===== src/rtl/spi_mux_pkg.sv =====
// Shared types and helpers for the SPI MISO arbiter: FSM states, limits,
// popcount / one-hot helpers used on the synchronised enable vector.
package spi_mux_pkg;

    localparam int MAX_SLAVES = 32;
    localparam int MAX_SYNC   = 3;
    localparam int CNT_BITS   = 6;
    localparam int IDX_BITS   = 5;

    typedef enum logic [1:0] {
        ST_IDLE   = 2'd0,
        ST_GUARD  = 2'd1,
        ST_ACTIVE = 2'd2
    } arb_state_t;

    function automatic logic [CNT_BITS-1:0] popcount(input logic [MAX_SLAVES-1:0] v);
        logic [CNT_BITS-1:0] c;
        c = '0;
        for (int i = 0; i < MAX_SLAVES; i++) begin
            c = c + CNT_BITS'(v[i]);
        end
        return c;
    endfunction

    function automatic logic is_onehot(input logic [MAX_SLAVES-1:0] v);
        return (popcount(v) == 6'd1);
    endfunction

    function automatic logic [IDX_BITS-1:0] onehot_to_idx(input logic [MAX_SLAVES-1:0] v);
        logic [IDX_BITS-1:0] idx;
        idx = '0;
        for (int i = 0; i < MAX_SLAVES; i++) begin
            if (v[i]) begin
                idx = IDX_BITS'(i);
            end
        end
        return idx;
    endfunction

endpackage


===== src/rtl/spi_mux_sync.sv =====
// Multi-stage synchroniser for the combined enable/data bus, async-reset to 0.
// A depth of 0 passes the input straight through.
module spi_mux_sync
    import spi_mux_pkg::*;
#(
    parameter int W      = 16,
    parameter int STAGES = 2
) (
    input  logic         clk,
    input  logic         rst_n,
    input  logic [W-1:0] i_d,
    output logic [W-1:0] o_q
);

    localparam int DEPTH = (STAGES > MAX_SYNC) ? MAX_SYNC : STAGES;

    generate
        if (DEPTH == 0) begin : g_bypass
            assign o_q = i_d;
        end else begin : g_sync
            logic [W-1:0] r_stage [DEPTH];

            // Shift chain; stage 0 captures the asynchronous inputs
            always_ff @(posedge clk or negedge rst_n) begin
                if (!rst_n) begin
                    for (int i = 0; i < DEPTH; i++) begin
                        r_stage[i] <= '0;
                    end
                end else begin
                    r_stage[0] <= i_d;
                    for (int i = 1; i < DEPTH; i++) begin
                        r_stage[i] <= r_stage[i-1];
                    end
                end
            end

            assign o_q = r_stage[DEPTH-1];
        end
    endgenerate

endmodule


===== src/rtl/spi_miso_arbiter.sv =====
// Registered SPI MISO arbiter with guard-time hand-over and contention detection.
// Optional saturating contention counter: define SPI_MISO_ARB_CONTENTION_CNT_EN.
module spi_miso_arbiter
    import spi_mux_pkg::*;
#(
    parameter int   NUM_SLAVES   = 8,
    parameter int   SYNC_STAGES  = 2,
    parameter int   GUARD_CYCLES = 2,
    parameter logic IDLE_LEVEL   = 1'b0
`ifdef SPI_MISO_ARB_CONTENTION_CNT_EN
    ,
    parameter int   CNT_W        = 8
`endif
) (
    input  logic                          clk,
    input  logic                          rst_n,
    input  logic [NUM_SLAVES-1:0]         miso_in,
    input  logic [NUM_SLAVES-1:0]         oen_in,
    input  logic                          err_clr,
    output logic                          miso_out,
    output logic                          oen_out,
    output logic [$clog2(NUM_SLAVES)-1:0] owner_idx,
    output logic                          owner_valid,
    output logic                          contention,
    output logic                          err_sticky
`ifdef SPI_MISO_ARB_CONTENTION_CNT_EN
    ,
    output logic [CNT_W-1:0]              contention_cnt
`endif
);

    localparam int IDX_W = $clog2(NUM_SLAVES);
    localparam int GC_W  = (GUARD_CYCLES > 1) ? $clog2(GUARD_CYCLES) : 1;

    logic [2*NUM_SLAVES-1:0] w_sync;
    logic [NUM_SLAVES-1:0]   w_oen_s;
    logic [NUM_SLAVES-1:0]   w_miso_s;
    logic [MAX_SLAVES-1:0]   w_oen_ext;
    logic [NUM_SLAVES-1:0]   w_owner_mask;
    logic                    w_onehot;
    logic                    w_multi;
    logic                    w_owner_match;
    logic [IDX_W-1:0]        w_new_idx;

    arb_state_t              r_state;
    logic [GC_W-1:0]         r_guard_cnt;
    logic [IDX_W-1:0]        r_owner_idx;
    logic                    r_owner_valid;
    logic                    r_oen_out;
    logic                    r_miso_out;
    logic                    r_contention;
    logic                    r_err_sticky;

    spi_mux_sync #(
        .W      (2 * NUM_SLAVES),
        .STAGES (SYNC_STAGES)
    ) u_sync (
        .clk   (clk),
        .rst_n (rst_n),
        .i_d   ({oen_in, miso_in}),
        .o_q   (w_sync)
    );

    assign w_oen_s  = w_sync[2*NUM_SLAVES-1:NUM_SLAVES];
    assign w_miso_s = w_sync[NUM_SLAVES-1:0];

    // Enable-vector decode: one-hot / multi-hot classification and owner match
    always_comb begin
        w_oen_ext                  = '0;
        w_oen_ext[NUM_SLAVES-1:0]  = w_oen_s;
        w_owner_mask               = '0;
        w_owner_mask[r_owner_idx]  = 1'b1;
        w_onehot                   = is_onehot(w_oen_ext);
        w_multi                    = (popcount(w_oen_ext) >= 6'd2);
        w_new_idx                  = IDX_W'(onehot_to_idx(w_oen_ext));
        w_owner_match              = (w_oen_s == w_owner_mask);
    end

    // Hand-over FSM; pad outputs are registered alongside the state so they change on the same edge
    always_ff @(posedge clk or negedge rst_n) begin
        if (!rst_n) begin
            r_state       <= ST_IDLE;
            r_guard_cnt   <= '0;
            r_owner_idx   <= '0;
            r_owner_valid <= 1'b0;
            r_oen_out     <= 1'b0;
            r_miso_out    <= IDLE_LEVEL;
        end else begin
            case (r_state)
                ST_IDLE: begin
                    r_guard_cnt <= '0;
                    if (w_onehot) begin
                        r_owner_idx   <= w_new_idx;
                        r_owner_valid <= 1'b1;
                        if (GUARD_CYCLES == 0) begin
                            r_state    <= ST_ACTIVE;
                            r_oen_out  <= 1'b1;
                            r_miso_out <= w_miso_s[w_new_idx];
                        end else begin
                            r_state    <= ST_GUARD;
                            r_oen_out  <= 1'b0;
                            r_miso_out <= IDLE_LEVEL;
                        end
                    end else begin
                        r_state       <= ST_IDLE;
                        r_owner_idx   <= '0;
                        r_owner_valid <= 1'b0;
                        r_oen_out     <= 1'b0;
                        r_miso_out    <= IDLE_LEVEL;
                    end
                end
                ST_GUARD: begin
                    if (!w_owner_match) begin
                        r_state       <= ST_IDLE;
                        r_guard_cnt   <= '0;
                        r_owner_idx   <= '0;
                        r_owner_valid <= 1'b0;
                        r_oen_out     <= 1'b0;
                        r_miso_out    <= IDLE_LEVEL;
                    end else if (r_guard_cnt == GC_W'(GUARD_CYCLES - 1)) begin
                        r_state     <= ST_ACTIVE;
                        r_guard_cnt <= '0;
                        r_oen_out   <= 1'b1;
                        r_miso_out  <= w_miso_s[r_owner_idx];
                    end else begin
                        r_state     <= ST_GUARD;
                        r_guard_cnt <= r_guard_cnt + GC_W'(1);
                        r_oen_out   <= 1'b0;
                        r_miso_out  <= IDLE_LEVEL;
                    end
                end
                ST_ACTIVE: begin
                    r_guard_cnt <= '0;
                    if (w_owner_match) begin
                        r_state    <= ST_ACTIVE;
                        r_oen_out  <= 1'b1;
                        r_miso_out <= w_miso_s[r_owner_idx];
                    end else begin
                        // any change of enables, including a new single owner, goes back through IDLE
                        r_state       <= ST_IDLE;
                        r_owner_idx   <= '0;
                        r_owner_valid <= 1'b0;
                        r_oen_out     <= 1'b0;
                        r_miso_out    <= IDLE_LEVEL;
                    end
                end
                default: begin
                    r_state       <= ST_IDLE;
                    r_guard_cnt   <= '0;
                    r_owner_idx   <= '0;
                    r_owner_valid <= 1'b0;
                    r_oen_out     <= 1'b0;
                    r_miso_out    <= IDLE_LEVEL;
                end
            endcase
        end
    end

    // Contention pulse and sticky error; a new contention beats a simultaneous clear
    always_ff @(posedge clk or negedge rst_n) begin
        if (!rst_n) begin
            r_contention <= 1'b0;
            r_err_sticky <= 1'b0;
        end else begin
            r_contention <= w_multi;
            if (w_multi) begin
                r_err_sticky <= 1'b1;
            end else if (err_clr) begin
                r_err_sticky <= 1'b0;
            end else begin
                r_err_sticky <= r_err_sticky;
            end
        end
    end

`ifdef SPI_MISO_ARB_CONTENTION_CNT_EN
    logic [CNT_W-1:0] r_contention_cnt;

    // Saturating contention counter; clear with simultaneous contention yields 1
    always_ff @(posedge clk or negedge rst_n) begin
        if (!rst_n) begin
            r_contention_cnt <= '0;
        end else if (err_clr) begin
            r_contention_cnt <= w_multi ? CNT_W'(1) : '0;
        end else if (w_multi && (r_contention_cnt != {CNT_W{1'b1}})) begin
            r_contention_cnt <= r_contention_cnt + CNT_W'(1);
        end else begin
            r_contention_cnt <= r_contention_cnt;
        end
    end

    assign contention_cnt = r_contention_cnt;
`endif

    assign miso_out    = r_miso_out;
    assign oen_out     = r_oen_out;
    assign owner_idx   = r_owner_idx;
    assign owner_valid = r_owner_valid;
    assign contention  = r_contention;
    assign err_sticky  = r_err_sticky;

endmodule


===== config.mk =====
export PLATFORM = sky130hd
export DESIGN_NAME = spi_miso_arbiter
export DESIGN_NICKNAME = d
export VERILOG_FILES = /design/src/rtl/spi_mux_pkg.sv /design/src/rtl/spi_mux_sync.sv /design/src/rtl/spi_miso_arbiter.sv
export SDC_FILE = /design/constraint.sdc
export NUM_CORES = 1
export LEC_CHECK = 0
export ABC_AREA = 1
export ABC_CLOCK_PERIOD_IN_PS = 5350
export CORE_MARGIN = 8
export CORE_UTILIZATION = 35
export CTS_BUF_LIST = sky130_fd_sc_hd__clkbuf_8
export DETAILED_ROUTE_END_ITERATION = 8
export GPL_ROUTABILITY_DRIVEN = 0
export HOLD_SLACK_MARGIN = 0.15
export SYNTH_ARGS = -nofsm -noshare
export SYNTH_HDL_FRONTEND = slang
export SYNTH_HIERARCHICAL = 1
export SYNTH_SLANG_ARGS = --single-unit

===== constraint.sdc =====
create_clock -name clk -period 5.35 [get_ports clk]
set_input_delay 0.8025 -clock clk [delete_from_list [all_inputs] [get_ports clk]]
set_output_delay 0.8025 -clock clk [all_outputs]
set_load 0.03 [all_outputs]

==> key figures <==
Status
  – Run status: finished clean

Setup path
  – Startpoint types: flop
  – Worst flop-to-flop path endpoint: r_state[0]
  – Register-to-register setup slack: 1.90 ns
  – Critical-path maximum fanout: 4
  – WP data arrival: 3.67 ns
  – Worst Setup SP: u_sync/o_q[9]
  – Worst Path Required: 5.56 ns
  – Critical path type: reg2reg
  – Length in cells of the worst reg-to-reg path: 12
  – R2R Path Start: u_sync/o_q[9]
  – CP endpoint: r_state[0]
  – CP endpoint kind: flop

Detailed routing
  – Detailed Route Iter0 Violations: 35
  – Residual DRC count: 0
  – Avg WL per Cell: 10.4 um
  – Via/cell ratio: 4.12
  – First-pass iteration count of the detailed router: 4
  – Final wirelength: 2960 um
  – DR vias: 1171
  – Antenna Violating Nets Remaining: 0

Synthesis
  – Part of the Yosys area used for sequential elements: 55.8%
  – Post-synthesis xor/xnor area fraction: 0.454%
  – Syn nets: 224
  – Complex-gate fraction of the synthesized area: 3.11%
  – Mean Syn Cell Area: 9.94 um2
  – Mux share of post-synthesis cell area: 0%
  – Yosys reg bits: 43
  – Mapped Area: 1930 um2
  – Mapped Cells: 194
  – Area share of fa/ha/maj cells after synthesis: 8.70%
  – Netlist cell types: 21
  – Largest family of logic cells by synthesized area: simple AND/OR/NAND/NOR gates
  – Simple-Gate Fraction of Synth Area: 19.9%
  – Synth Warn #: 6

Global route
  – First-pass GRT wire length: 5620 um
  – Met1 usage in global routing: 10.6%
  – Number of global-route vias before repair: 1257
  – Gr usage total: 8.50%
  – Grt peak-use layer: met2
  – Largest net degree at the start of global routing: 44
  – GR Overflow Total: 0
  – M2 GR Usage: 13.2%
  – M3 GR Usage: 3.24%
  – Initial antenna violation count: 0

Final layout
  – Ant diodes: 0
  – Final nets: 241
  – Commonest non-fill, non-tap cell in the layout: nand2_1
  – Share of cells above drive strength 1: 9.43%
  – Register area: 1080 um2
  – Synth-to-layout area growth: 18.0%
  – Final-layout fill cell count: 548
  – Most frequent cells in the layout: nand2_1 (45), dfrtp_1 (43), inv_1 (29)
  – Multi-input gate area in the final layout: 619 um2

Placement
  – Hpwl dp: 2340 um
  – I/O Buffers: 26
  – Worst slack at placement: 1.87 ns

Clock tree
  – CTS tree: yes
  – Hold buffer count at cts: 0
  – Number of post-CTS setup repair buffers: 0
  – Reg clk slew, reported paths: 0.08 ns
  – CTS max path bufs: 2
  – CTS Root Cell: clkbuf_8
  – Clock latency on the worst-skew pair: 0.29 ns
  – CTS-repair resized insts: 0
  – CTS Sinks: 43
  – H-tree Lvls: 2
  – Total CTS buffers: 5

Timing
  – Worst slew pin tran: 0.891 ns
  – Final critical-path share of the clock period: 64.6%
  – Max Clock Skew: 0.00503 ns
  – Hold_ws: 0.348 ns
  – Fin. max-slew vios: 0
  – Max transition margin: 40.6%
  – RSZ-0062 raised after global routing: false
  – Final min period: 3.45 ns
  – Final WS setup: 1.90 ns
  – Final count of hold timing violations: 0
  – Final setup fails: 0
  – Post-route setup TNS: 0 ns
  – Fmax: 290 MHz

Floorplanning
  – Die area: 8140 um2
  – DIE WIDTH: 90.2 um
  – Die H: 90.2 um
  – Boundary Pins: 27
  – Site Rows: 27
  – Core area: 5410 um2
  – Starting Density: 35.7%

Pwr
  – Overall Power: 896 uW
  – Power Dens Cells: 394 nW/um2
  – Clock share of power: 29.2%
  – Power share of the combinational group: 28.6%
  – P_sw: 290 uW
  – Int Pwr: 606 uW
  – Leakage: 1.15 nW
  – Sw frac: 32.4%
  – Worst IR Drop VDD: 182 uV
  – Sequential cell fraction of total power: 42.1%

Hold path
  – Hold Path Class: reg2reg
  – Hold Path Cell Cnt: 0

Job
  – Max-Cap Viols: 0
==> Yosys cell counts <==
cell | number | area [um2]
dfrtp_1 | 43 | 1080
inv_2 | 1 | 3.75
ha_1 | 7 | 87.6
o21ai_1 | 1 | 5.00
a21oi_1 | 3 | 15.0
nand2_2 | 4 | 25.0
nand3_1 | 1 | 5.00
nand2_1 | 45 | 169
nand4_1 | 6 | 37.5
inv_1 | 29 | 109
nor2_2 | 2 | 12.5
o211ai_1 | 2 | 15.0
nor3_4 | 1 | 16.3
nand3_4 | 1 | 17.5
buf_4 | 16 | 120
nor2_1 | 18 | 67.6
nor3_1 | 2 | 10.0
o21ai_0 | 5 | 25.0
fa_1 | 4 | 80.1
nand2_4 | 2 | 22.5
xnor2_1 | 1 | 8.76
==> registers in the layout, indices dropped and copies added (netlist names) <==
name,flops
miso_out,1
u_sync/g_sync.r_stage,16
contention,1
owner_valid,1
oen_out,1
owner_idx,3
err_sticky,1
u_sync/o_q,16
r_guard_cnt,1
r_state,2
==> metal layers <==
| layer | vias up | wire, um |
|---|---|---|
| li1 | 610 | - |
| met5 | - | 0 |
| met1 | 527 | 1400 |
| met3 | 6 | 147 |
| met2 | 28 | 1380 |
| met4 | 0 | 33 |
==> through the flow <==
| step | cells | utilization [%] | area, um2 |
|---|---|---|---|
| after floorplan | 194 | - | 1930 |
| after global placement | 276 | 39.8 | 2150 |
| after detailed placement | 276 | 39.8 | 2150 |
| after CTS | 284 | 42.1 | 2270 |
| after global routing | 284 | 42.1 | 2270 |
| final | 284 | 42.1 | 2270 |
==> worst min path at each step <==
stage / from / to / slack [ns]
after floorplan: u_sync/g_sync.r_stage[16] / u_sync/o_q[0] / 0.33
after global placement: u_sync/g_sync.r_stage[29] / u_sync/o_q[13] / 0.33
after detailed placement: u_sync/g_sync.r_stage[16] / u_sync/o_q[0] / 0.33
after CTS: u_sync/g_sync.r_stage[16] / u_sync/o_q[0] / 0.35
after global routing: u_sync/g_sync.r_stage[27] / u_sync/o_q[11] / 0.36
final: u_sync/g_sync.r_stage[24] / u_sync/o_q[8] / 0.35
==> worst max-delay path, stage by stage (launching register included) <==
cell and delay (ns):
dfrtp_1 0.38, inv_1 0.11, fa_1 0.44, fa_1 0.51
fa_1 0.41, inv_1 0.06, ha_1 0.16, inv_1 0.05
fa_1 0.52, nand2_1 0.06, nor3_1 0.34, nand2_1 0.14
a21oi_1 0.19
==> logic make-up (layout without fill, tap and decap cells) <==
group,count (synthesis),after routing
AO/OA/AOI/OAI,11,11
XOR/XNOR,1,1
adder cells (fa/ha/maj),11,11
buffers and inverters,46,64
flip-flops,43,43
AND/OR/NAND/NOR,82,82
==> final cells by class <==
type                       count  share of cell area (%)
tap                           72                    3.96
timing repair buffer          26                    11.2
clock inverter                 2                    1.71
sequential                    43                    47.3
clock buffer                   6                    3.63
multi-input combinational    105                    27.2
inverter                      30                    4.95
==> power by group through the flow <==
stage,Combinational [mW],Sequential (mW),Clock (mW)
after floorplan,0.153,0.409,0
after global placement,0.257,0.384,0
after detailed placement,0.260,0.384,0
after CTS,0.261,0.378,0.269
after global routing,0.294,0.384,0.285
final,0.256,0.378,0.262
Power figures use the tool's default switching activity.
